`config.mk`:
```
export PLATFORM = sky130hd
export DESIGN_NAME = dsp_systolic_27x27s_acc
export DESIGN_NICKNAME = d
export VERILOG_FILES = /design/src/rtl/dsp_systolic_pkg.sv /design/src/rtl/dsp_sc_fifo.sv /design/src/rtl/dsp_systolic_27x27s_acc.sv
export SDC_FILE = /design/constraint.sdc
export NUM_CORES = 1
export LEC_CHECK = 0
export ABC_AREA = 1
export BUFFER_PORTS_ARGS = -buffer_cell sky130_fd_sc_hd__buf_4
export CORE_ASPECT_RATIO = 1.25
export CORE_MARGIN = 2
export CORE_UTILIZATION = 38
export DETAILED_ROUTE_END_ITERATION = 8
export HOLD_SLACK_MARGIN = 0.03
export SKIP_CTS_REPAIR_TIMING = 1
export SLEW_MARGIN = 40
export SYNTH_ARGS = -nofsm -noshare
export SYNTH_HDL_FRONTEND = slang
export SYNTH_SLANG_ARGS = --single-unit
```
`constraint.sdc`:
```
create_clock -name clk -period 8.1 [get_ports clk]
set_input_delay 0 -clock clk [delete_from_list [all_inputs] [get_ports clk]]
set_output_delay 0 -clock clk [all_outputs]
set_load 0.03 [all_outputs]
```
`src/rtl/dsp_systolic_pkg.sv`:
```
`default_nettype none
// ---------------------------------------------------------------------------
// dsp_systolic_pkg : shared widths and FIFO entry layout for the accumulator
// Revision: 1.0
// ---------------------------------------------------------------------------
package dsp_systolic_pkg;

  localparam int c_RESULT_A_WIDTH = 64;
  localparam int c_ACC_WIDTH      = 80;
  localparam int c_CNT_WIDTH      = 16;
  localparam int c_FIFO_DEPTH     = 4;

  typedef struct packed {
    logic [c_ACC_WIDTH-1:0] data;
    logic [c_CNT_WIDTH-1:0] count;
    logic                   trunc;
  } fifo_entry_t;

endpackage
`default_nettype wire

```
`src/rtl/dsp_sc_fifo.sv`:
```
`default_nettype none
// ---------------------------------------------------------------------------
// dsp_sc_fifo : synchronous show-ahead FIFO, push accepted on full when popping
// Revision: 1.0
// ---------------------------------------------------------------------------
module dsp_sc_fifo
  import dsp_systolic_pkg::*;
#(
  parameter int WIDTH = 97,
  parameter int DEPTH = c_FIFO_DEPTH
) (
  input  logic             clk,
  input  logic             rst_n,
  input  logic             i_push,
  input  logic [WIDTH-1:0] i_wdata,
  input  logic             i_pop,
  output logic [WIDTH-1:0] o_rdata,
  output logic             o_full,
  output logic             o_empty
);

  localparam int c_AW = $clog2(DEPTH);

  logic [WIDTH-1:0] r_mem [DEPTH];
  logic [c_AW:0]    r_wr_ptr;
  logic [c_AW:0]    r_rd_ptr;
  logic             w_do_push;
  logic             w_do_pop;

  // Extra pointer bit distinguishes full from empty when the indices match.
  assign o_empty   = (r_wr_ptr == r_rd_ptr);
  assign o_full    = (r_wr_ptr[c_AW] != r_rd_ptr[c_AW]) &&
                     (r_wr_ptr[c_AW-1:0] == r_rd_ptr[c_AW-1:0]);
  assign w_do_pop  = i_pop & ~o_empty;
  assign w_do_push = i_push & (~o_full | w_do_pop);
  assign o_rdata   = r_mem[r_rd_ptr[c_AW-1:0]];

  always_ff @(posedge clk) begin
    if (!rst_n) begin
      r_wr_ptr <= '0;
      r_rd_ptr <= '0;
    end else begin
      if (w_do_push) r_wr_ptr <= r_wr_ptr + {{c_AW{1'b0}}, 1'b1};
      if (w_do_pop)  r_rd_ptr <= r_rd_ptr + {{c_AW{1'b0}}, 1'b1};
    end
  end

  always_ff @(posedge clk) begin
    if (w_do_push) r_mem[r_wr_ptr[c_AW-1:0]] <= i_wdata;
  end

endmodule
`default_nettype wire

```
`src/rtl/dsp_systolic_27x27s_acc.sv`:
```
`default_nettype none
// ---------------------------------------------------------------------------
// dsp_systolic_27x27s_acc : groups systolic partial sums and queues the totals
// Revision: 1.0
// ---------------------------------------------------------------------------
module dsp_systolic_27x27s_acc
  import dsp_systolic_pkg::*;
#(
  parameter int RESULT_A_WIDTH = c_RESULT_A_WIDTH,
  parameter int ACC_WIDTH      = c_ACC_WIDTH,
  parameter int CNT_WIDTH      = c_CNT_WIDTH,
  parameter int FIFO_DEPTH     = c_FIFO_DEPTH
) (
  input  logic                      clk,
  input  logic                      rst_n,
  input  logic                      in_valid,
  input  logic                      in_last,
  input  logic [RESULT_A_WIDTH-1:0] result,
  output logic                      out_valid,
  input  logic                      out_ready,
  output logic [ACC_WIDTH-1:0]      out_data,
  output logic [CNT_WIDTH-1:0]      out_count,
  output logic                      out_trunc,
  output logic                      ovf_sticky,
  input  logic                      clr_ovf
);

  localparam int c_ENT_W = ACC_WIDTH + CNT_WIDTH + 1;

  logic [ACC_WIDTH-1:0] r_acc;
  logic [CNT_WIDTH-1:0] r_cnt;
  logic                 r_first;
  logic                 r_ovf;

  logic [ACC_WIDTH-1:0] w_sext;
  logic [ACC_WIDTH-1:0] w_acc_next;
  logic [CNT_WIDTH-1:0] w_cnt_next;
  logic                 w_close;
  logic                 w_trunc;
  logic                 w_push;
  logic                 w_pop;
  logic                 w_full;
  logic                 w_empty;
  logic                 w_drop;
  logic [c_ENT_W-1:0]   w_wdata;
  logic [c_ENT_W-1:0]   w_rdata;
  logic [ACC_WIDTH-1:0] w_hd_data;
  logic [CNT_WIDTH-1:0] w_hd_cnt;
  logic                 w_hd_trunc;

  assign w_sext     = ACC_WIDTH'($signed(result));
  assign w_acc_next = (r_first ? '0 : r_acc) + w_sext;
  assign w_cnt_next = r_first ? CNT_WIDTH'(1) : r_cnt + CNT_WIDTH'(1);
  // A beat that reaches the all-ones count closes the group even without in_last.
  assign w_close    = in_valid & (in_last | (&w_cnt_next));
  assign w_trunc    = ~in_last;
  assign w_push     = w_close & rst_n;
  assign w_pop      = out_valid & out_ready;
  assign w_drop     = w_push & w_full & ~w_pop;
  assign w_wdata    = {w_acc_next, w_cnt_next, w_trunc};

  always_ff @(posedge clk) begin
    if (!rst_n) begin
      r_acc   <= '0;
      r_cnt   <= '0;
      r_first <= 1'b1;
    end else if (in_valid) begin
      r_acc   <= w_acc_next;
      r_cnt   <= w_cnt_next;
      r_first <= w_close;
    end
  end

  always_ff @(posedge clk) begin
    if (!rst_n)       r_ovf <= 1'b0;
    else if (w_drop)  r_ovf <= 1'b1;
    else if (clr_ovf) r_ovf <= 1'b0;
  end

  dsp_sc_fifo #(
    .WIDTH (c_ENT_W),
    .DEPTH (FIFO_DEPTH)
  ) u_fifo (
    .clk     (clk),
    .rst_n   (rst_n),
    .i_push  (w_push),
    .i_wdata (w_wdata),
    .i_pop   (w_pop),
    .o_rdata (w_rdata),
    .o_full  (w_full),
    .o_empty (w_empty)
  );

  // FIFO storage is not reset, so the head is masked to zero while empty.
  assign {w_hd_data, w_hd_cnt, w_hd_trunc} = w_rdata;
  assign out_valid  = ~w_empty;
  assign out_data   = out_valid ? w_hd_data  : '0;
  assign out_count  = out_valid ? w_hd_cnt   : '0;
  assign out_trunc  = out_valid ? w_hd_trunc : 1'b0;
  assign ovf_sticky = r_ovf;

endmodule
`default_nettype wire

```
Yosys cells after proc, flatten, opt, wreduce, memory -nomap -nowiden

Memory sizes are Yosys's and may differ from the RTL's. A register that Yosys moved wholly into a read port is not among the register bits.
Index checks and enable logic that the tools add are counted.

Add/subtract/negate cells: 4
Equality and inequality tests: 3
Muxes and demuxes: 11
Bitwise gates (word level): 13
Reductions and logical operators: 3

Operator list:

| cell                  | number |
|---|---|
| $mux 80               | 2 |
| $add 80x80->80        | 1 |
| $mux 16               | 2 |
| $add 16x1->16 const B | 1 |
| $reduce_and 16->1     | 1 |
| $and 1x1->1           | 7 |
| $add 3x1->3 const B   | 2 |
| $mux 1                | 5 |
| $mux 2                | 2 |
| $not 1->1             | 4 |
| $eq 3x3->1            | 1 |
| $eq 2x2->1            | 1 |
| $or 1x1->1            | 2 |
| $reduce_bool 2->1     | 1 |
| $logic_and 1x1->1     | 1 |
| $ne 1x1->1            | 1 |

Register bits after elaboration: 104
RAM bits: 388
Bits of input ports: 70
Output and inout port bits: 99
Word-level logic and storage cells: 41
Memories: 1

Memories:

| memory       | words | width | rd ports | clocked after Yosys merged registers in | write ports | RTL line          | source |
|---|---|---|---|---|---|---|---|
| u_fifo.r_mem | 4     | 97    | 1        | 1                                       | 1           | dsp_sc_fifo.sv:24 | `logic [WIDTH-1:0] r_mem [DEPTH];` |

Depth between registers and ports, before layout

Gate-level depths: netlist of the first run.

Word-level depth: 9
Gate-level depth with buffers: 20
Depth with buffers taken out: 19

By module

From an unflattened synthesis of the first run, not the netlist that was laid out.

Cell total of the unflattened synthesis: 3499
Area total of the unflattened synthesis: 27541.4 um2

Modules (own cells, without submodules):

| module                  | times used | cells each | area an instance (um2) | seq. area each (um2) |
|---|---|---|---|---|
| dsp_sc_fifo             | 1          | 1003       | 14813.0                | 11811.3 |
| dsp_systolic_27x27s_acc | 1          | 2496       | 12728.5                | 1961.9 |

Least setup slack after synthesis of the first run

OpenSTA, ideal clock, no wires.

Path type: register to register
Start: register r_cnt[0]
End: memory u_fifo.r_mem[0][0] (enable)
Setup time: 0.554 ns
Arrival: 5.713 ns
Required time: 7.546 ns
Path slack: 1.833 ns
Cell stages (with the launch flop): 14
Path buffers: 0
Period minus slack after synthesis: 6.267 ns
Path through: dfxtp_1 -> ha_1 -> nand3_2 -> nor2_4 -> nand3_1 -> nand2_1 -> inv_1 -> nor2_1 -> nand2_1 -> nor2_1 -> nand2_1 -> nand2_4 -> nand3_4 -> nor2_1

Word-level cells in the longest chain between the ends: 9

Ends and longest elaborated chain:

| what                         | RTL line                      | source |
|---|---|---|
| start: declaration           | dsp_systolic_27x27s_acc.sv:31 | `logic [CNT_WIDTH-1:0] r_cnt;` |
| start signal: assignment     | dsp_systolic_27x27s_acc.sv:69 | `r_cnt <= w_cnt_next;` |
| $add 16x1->16                | dsp_systolic_27x27s_acc.sv:53 | `assign w_cnt_next = r_first ? CNT_WIDTH'(1) : r_cnt + CNT_WIDTH'(1);` |
| $mux 16                      | dsp_systolic_27x27s_acc.sv:53 |  |
| via u_fifo.i_wdata[13]       | dsp_sc_fifo.sv:15             | `input logic [WIDTH-1:0] i_wdata,` |
| $reduce_and 16->1            | dsp_systolic_27x27s_acc.sv:55 | `assign w_close = in_valid & (in_last \| (&w_cnt_next));` |
| $or 1x1->1                   | dsp_systolic_27x27s_acc.sv:55 |  |
| $and 1x1->1                  | dsp_systolic_27x27s_acc.sv:55 |  |
| $and 1x1->1                  | dsp_systolic_27x27s_acc.sv:57 | `assign w_push = w_close & rst_n;` |
| $and 1x1->1                  | dsp_sc_fifo.sv:35             | `assign w_do_push = i_push & (~o_full \| w_do_pop);` |
| $mux 1                       | dsp_sc_fifo.sv:49             | `if (w_do_push) r_mem[r_wr_ptr[c_AW-1:0]] <= i_wdata;` |
| $mux 1 (not written as such) | dsp_sc_fifo.sv:49             |  |
| end: declaration             | dsp_sc_fifo.sv:24             |  |

The timed path passes the listed nets, and every way through them passes these cells.

Worst setup path after layout of the first run

Start: register r_first
End: memory u_fifo.r_mem[0][58], data pin

Word-level cells in the longest chain between the ends: 2

Ends and longest elaborated chain:

| what                     | RTL line                      | source |
|---|---|---|
| start: declaration       | dsp_systolic_27x27s_acc.sv:32 | `logic r_first;` |
| start signal: assignment | dsp_systolic_27x27s_acc.sv:70 | `r_first <= w_close;` |
| $mux 80                  | dsp_systolic_27x27s_acc.sv:52 | `assign w_acc_next = (r_first ? '0 : r_acc) + w_sext;` |
| $add 80x80->80           | dsp_systolic_27x27s_acc.sv:52 |  |
| via u_fifo.i_wdata[58]   | dsp_sc_fifo.sv:15             |  |

The timed path passes the listed nets, and every way through them passes these cells.

==> flow_metrics.tcl, run 1 <==
set metrics [dict create \
    synth_top_area_share_pct 42.7 \
    cp_top_family "simple AND/OR/NAND/NOR gates" \
    max-cap-violations 0 \
    critPathRequiredTime_ns 8.39 \
    drc 0 \
    gp_congestion 1.05 \
    path_clk_slew_ns 0.06 \
    dp_hpwl_mm 60.4 \
    crit_fanout 79 \
    end_kind "flop" \
    drive_gt1_share_pct 8.45 \
    tightest_slew_ns 0.842 \
    grt_setup_unrepaired "no" \
    power_density_nw_per_um2 220 \
    critPathBufInv 2 \
    dr.pass1.iters 7 \
    grtUsageTotal_pct 21.6 \
    drt-total-wl_mm 81.0 \
    wl_per_cell_um 17.9 \
    fp.dieW_um 244 \
    worst_r2r_path_depth 13 \
    pre_cts_slack_ns 4.19 \
    grt_pass1_vias 21600 \
    drv_slew 0 \
    finish.utilization_pct 43.8 \
    initial_utilization_pct 38.4 \
    crit_type "flop to flop" \
    ys_seq_area_share_pct 50.5 \
    ctsLongestPathBuffers 3 \
    synthCells 3417 \
    synth_edf_count 388 \
    clockRootBuffer "clkbuf_16" \
    io_pins 169 \
    routed_via_density 4.99 \
    yosys_warnings 0 \
    synthesis.area_per_instance_um2 7.98 \
    cpMaxStageDelayCell "a21oi_1" \
    clock.fmax_ghz 0.265 \
    fin_crit_ns 3.77 \
    crit_path_max_incr_delay_ns 0.47 \
    stdcell_count 4528 \
    crit_cells 13 \
    cts_buffers 47 \
    crit_path_frequent_cell "nand2_1" \
    dr_wl_met2_mm 38.7 \
    rows 109 \
    async_flop_share_pct 0 \
    grt_antenna_before_repair 1 \
    leakagePower_nw 14.0 \
    setup_tns_ns 0 \
    status "complete, no violations" \
    synth_ff_type "edfxtp_1" \
    period_share_pct 46.6 \
    synth_top_cell_by_area "edfxtp_1" \
    dieArea_um2 73900 \
    synth.most_common_cell "nand2_1" \
    relSlewSlack_pct 43.9 \
    final_area_um2 31100 \
    vias 22600 \
    highest_layer "met5" \
    placed_cells 4431 \
    initialDrtViolationCount 1532 \
    netlist_area_um2 27300 \
    whs_path_depth 6 \
    wl_met3_mm 3.44 \
    arrival_ns 4.06 \
    yosys-top-cells-area "edfxtp_1 43%, nand2_1 10%, nor2_1 8.7%, dfxtp_1 7.8%, inv_1 7.6%" \
    core_um2 70900 \
    synthTopCellsByCount "754 x nand2_1, 633 x nor2_1, 552 x inv_1" \
    diodes 0 \
    setup_viol 0 \
    hp-class "primary input to flop" \
    ys_types 46 \
    cts.sinks 494 \
    cts_tree "done" \
    ys_ff_latch 494 \
    clk_latency_ns 0.60 \
    dpl_cell_area_um2 29400 \
    grt_pass1_wl_mm 123 \
    io_buffers 168 \
    worst_slack_ns 4.33 \
    cp-start-kind "flop" \
    synth_fp_nets 3573 \
    grt_max_degree 116 \
    fin_nets 3702 \
    wl_met1_mm 34.8 \
    overflow 0 \
    timing.clock.skew_ns 0.0376 \
    htreeDepth 2 \
    cp_cell_sequence "buf_6 -> nor2_1 -> ha_1 -> a21oi_1 -> o21ai_0 -> nand2_1 -> nand4_1 -> a21oi_1 -> inv_1 -> nand2_1 -> nand2_1 -> nand2_1 -> nand2_1" \
    ant_nets 0 \
    max-vdd-ir-drop_mv 0.138 \
    hold_viol 0 \
    syn2layout_area_growth_pct 14.0 \
    fp.dieH_um 303 \
]
[layout by cell type, fill, tap and decap left out, drive strengths merged, types with 3 or more instances in the layout]
master       count
o21ai          223
nand4           32
edfxtp         388
nand3b           3
o32ai           97
dlygate4sd3      9
a21oi          205
inv            560
ha              85
or2              5
clkinv          18
clkbuf          63
nor2           645
nand3          116
nor3             7
nand2          761
o21bai          16
xor2            39
dfxtp          106
buf            185
bufinv           5
[layer usage]
layer  up-vias  GRT usage [%]
met4         2           10.2
met3       165           2.58
met5         -              0
met1     10500           26.7
li1      11400              -
met2       526           37.6
[path summary, 6_finish.rpt]
path | start | slack [ns] | endpoint
worst max-delay path | r_first | 4.33 | u_fifo.r_mem[0][58]
worst min-delay path | result[47] | 0.009 | r_acc[47]
worst max register to register | r_first | 4.33 | u_fifo.r_mem[0][58]
worst min register to register | r_acc[1] | 0.46 | r_acc[1]
[stage by stage]
stage	hold slack, ns	power [mW]
floorplan	0.138	4.07
global placement	0.262	4.68
detailed placement	0.271	4.68
CTS	-0.368	6.91
global route	0.0377	7.16
finish	0.00946	6.84
[cell type report]
type / count / area [um^2]
sequential: 494 / 13800
tap: 943 / 1180
fill: 7212 / 39800
multi-input combinational: 2249 / 10900
timing repair buffer: 194 / 1500
clock buffer: 63 / 1290
inverter: 560 / 2110
clock inverter: 25 / 274
[logic make-up (layout without fill, tap and decap cells)]
| group | Yosys count | count (layout) | share of synthesized area (%) |
|---|---|---|---|
| and+or+nand+nor | 1570 | 1570 | 22.9 |
| buffers and inverters | 674 | 842 | 9.44 |
| AOI/OAI and AO/OA | 553 | 553 | 11.8 |
| DFF | 494 | 494 | 50.5 |
| adders and majority gates | 86 | 86 | 3.98 |
| xor gates and xnor gates | 40 | 40 | 1.29 |
[flip-flops by register name, indices dropped and copies added, names as in the netlist, named ones only]
register,flops
u_fifo.r_mem,388
r_acc,80
r_first,1
u_fifo.r_rd_ptr,3
r_cnt,16
ovf_sticky,1
u_fifo.r_wr_ptr,3
[worst register-to-register path: cells and delay by family (launching register included)]
family / cells / cell delay [ns]
AND/OR/NAND/NOR: 7 / 1.15
AO/OA/AOI/OAI: 3 / 0.95
buffers and inverters: 2 / 0.66
flip-flops: 1 / 0.36
adder cells (fa/ha/maj): 1 / 0.35
[report_power, final]
group / total, mW / switching (mW) / internal, mW / leakage [nW]
sequential: 2.87 / 0.0384 / 2.84 / 4.43
combinational: 1.74 / 1.21 / 0.531 / 8.79
clock: 2.23 / 0.943 / 1.28 / 0.759
total: 6.84 / 2.19 / 4.65 / 14.0
(Power assumes the default switching activity.)
==> run 2, diff against run 1 <==
--- a/config.mk
+++ b/config.mk
@@ -5,7 +5,7 @@
 export SDC_FILE = /design/constraint.sdc
 export NUM_CORES = 1
 export LEC_CHECK = 0
-export ABC_AREA = 1
+export ABC_AREA = 0
 export BUFFER_PORTS_ARGS = -buffer_cell sky130_fd_sc_hd__buf_4
 export CORE_ASPECT_RATIO = 1.25
 export CORE_MARGIN = 2
==> constraint.sdc (replaced) <==
create_clock -name clk -period 3.6 [get_ports clk]
set_input_delay 0 -clock clk [delete_from_list [all_inputs] [get_ports clk]]
set_output_delay 0 -clock clk [all_outputs]
set_load 0.03 [all_outputs]
==> run 2 against run 1 <==
  * Utilization rose by 6.3 points
  * Clock power rose by 130%
  * Power rose by 110%
  * Largest power group unchanged
  * Critical endpoint is now r_acc[76]
  * Global-route usage fell by 1.7 points
  * Highest routed layer is now met4
  * Combinational power rose by 73%
  * Synthesized area fell by 11%
  * Non-clock buffer count rose by 309
  * Via count fell by 26%
==> flow_metrics.tcl, run 2 <==
set metrics [dict create \
    status "complete, no violations" \
    io_pins 169 \
    worst_r2r_path_depth 16 \
    critPathRequiredTime_ns 4.09 \
    diodes 0 \
    arrival_ns 4.06 \
    drive_gt1_share_pct 34.6 \
    drc 0 \
    rows 103 \
    relSlewSlack_pct 51.1 \
    synth_edf_count 388 \
    cp-start-kind "flop" \
    stdcell_count 3198 \
    dieArea_um2 65600 \
    setup_viol 0 \
    htreeDepth 2 \
    clockRootBuffer "clkbuf_16" \
    routed_via_density 5.25 \
    cts.sinks 494 \
    drv_slew 0 \
    ant_nets 0 \
    drt-total-wl_mm 67.7 \
    leakagePower_nw 12.0 \
    cts_tree "done" \
    dr.pass1.iters 6 \
    dp_hpwl_mm 45.9 \
    grt_antenna_before_repair 1 \
    clock.fmax_ghz 0.280 \
    cts_buffers 50 \
    synth_top_cell_by_area "edfxtp_1" \
    netlist_area_um2 24200 \
    synth_ff_type "edfxtp_1" \
    wl_met1_mm 27.8 \
    grt_max_degree 70 \
    largest_register_ffs 388 \
    wl_per_cell_um 21.2 \
    end_kind "flop" \
    fin_crit_ns 3.57 \
    wl_met3_mm 2.72 \
    timing.clock.skew_ns 0.0352 \
    hold_viol 0 \
    highest_layer "met4" \
    crit_type "flop to flop" \
    grtUsageTotal_pct 19.9 \
    synthCells 1859 \
    reg2reg_slack_ns 0.03 \
    synth_fp_nets 2015 \
    ys_seq_area_share_pct 57.0 \
    overflow 0 \
    fin_nets 2472 \
    max-vdd-ir-drop_mv 0.421 \
    final_common_cell "buf_4" \
    final_cell_mix "442 x buf_4, 388 x edfxtp_1, 179 x nor2b_1, 133 x nor2_1, 97 x mux4_2" \
    tightest_slew_ns 0.734 \
    whs_path_depth 3 \
    ctsLongestPathBuffers 3 \
    hp-class "primary input to flop" \
    synth.most_common_cell "edfxtp_1" \
    min_to "u_fifo.r_mem[0][71]" \
    fp.dieH_um 286 \
    grt_pass1_wl_mm 100 \
    yosys_warnings 0 \
    async_flop_share_pct 0 \
    ys_ff_latch 494 \
    max-cap-violations 0 \
    ys_types 78 \
    total_power_mw 14.7 \
    io_buffers 168 \
    power_density_nw_per_um2 464 \
    fp.dieW_um 229 \
    period_share_pct 99.1 \
    crit_fanout 9 \
    synthesis.area_per_instance_um2 13.0 \
    grt_setup_unrepaired "yes" \
    synth_top_area_share_pct 48.2 \
    grt_pass1_vias 16900 \
    path_clk_slew_ns 0.07 \
    yosys-top-cells-area "edfxtp_1 48%, mux4_2 9.0%, dfxtp_1 8.8%, nor2b_1 4.7%, ha_1 4.4%" \
    synthTopCellsByCount "388 x edfxtp_1, 183 x nor2b_1, 137 x nor2_1" \
    vias 16800 \
    clk_latency_ns 0.61 \
    gp_congestion 0.893 \
    initial_utilization_pct 38.3 \
    syn2layout_area_growth_pct 30.7 \
    r2r-end "r_acc[76]" \
    dr_wl_met2_mm 35.3 \
    core_um2 63000 \
    placed_cells 3035 \
    worstReg2RegStart "r_first" \
    initialDrtViolationCount 1065 \
    hold_start "result[54]" \
    fill_cells 5540 \
]
==> run 2: changes by cell type after synthesis, moves of 54 or more <==
cell / change
a21oi_1: -83
inv_1: -524
mux2i_1: +54
mux4_2: +97
nand2_1: -671
nand3_1: -82
nor2_1: -496
nor2b_1: +183
o21ai_0: -164
o32ai_1: -95
xnor2_1: +56
==> run 2: power breakdown <==
part           switching (mW)  internal [mW]  total (mW)
Clock                    2.25           2.98        5.23
Combinational            1.73           1.28        3.01
Sequential             0.0661           6.35        6.42
Total                    4.04           10.6        14.7
==> run 2: routing by layer <==
metal | vias up | global-route usage [%]
met5 | - | 0
met4 | 0 | 5.80
met3 | 98 | 2.18
met2 | 379 | 36.1
met1 | 8381 | 24.8
li1 | 7929 | -
==> run 2: kinds of logic (layout without fill, tap and decap cells) <==
group / count (synthesis) / in the layout / share of synthesized area, %
AO/OA/AOI/OAI: 336 / 336 / 9.09
XOR/XNOR: 96 / 96 / 3.48
adder cells (fa/ha/maj): 86 / 86 / 4.49
buffers and inverters: 128 / 627 / 2.08
flip-flops: 494 / 494 / 57.0
multiplexers: 153 / 153 / 11.4
AND/OR/NAND/NOR: 566 / 566 / 12.5
==> run 2: how the worst max path moves through the flow <==
stage / from / slack, ns / depth (start not counted) / end
final: r_first / 0.03 / 16 / r_acc[76]
after global routing: r_first / -0.10 / 15 / r_acc[76]
after CTS: r_first / -0.13 / 14 / r_acc[46]
after detailed placement: r_first / -0.06 / 14 / r_acc[71]
after global placement: r_first / -0.08 / 14 / r_acc[76]
after floorplan: r_cnt[0] / -0.27 / 9 / u_fifo.r_mem[0][0]
==> run 2: worst max-delay path, stage by stage (launching register included) <==
cell	delay, ns
dfxtp_4	0.39
buf_12	0.16
nor2b_1	0.12
ha_2	0.33
a21o_1	0.17
a21o_1	0.16
a21oi_1	0.31
nor2b_1	0.27
a31oi_4	0.17
a31o_4	0.28
a31oi_1	0.17
buf_4	0.15
buf_4	0.11
o41ai_4	0.08
xor2_1	0.19
buf_4	0.16
a22o_1	0.20
==> run 2: cell type report <==
type	instances	area, um^2	area share [%]
Inverter	30	113	0.357
Clock buffer	69	1370	4.35
Clock inverter	25	270	0.856
Multi-Input combinational cell	1237	10600	33.6
Sequential cell	494	13800	43.7
Tap cell	840	1050	3.33
Timing Repair Buffer	503	4370	13.8
==> run 2: per-stage QoR <==
stage                     cell area, um^2  util, %  setup WS, ns  hold WS [ns]  setup TNS, ns
after floorplan                     24200        -        -0.273        0.0718         -79.96
after global placement              28400     45.1       -0.0776         0.273         -0.585
after detailed placement            28400     45.1       -0.0559         0.273         -0.551
after CTS                           30100     47.7        -0.131        -0.382          -3.51
after global routing                31600     50.1        -0.104        0.0505          -2.70
final                               31600     50.1        0.0322        0.0374              0
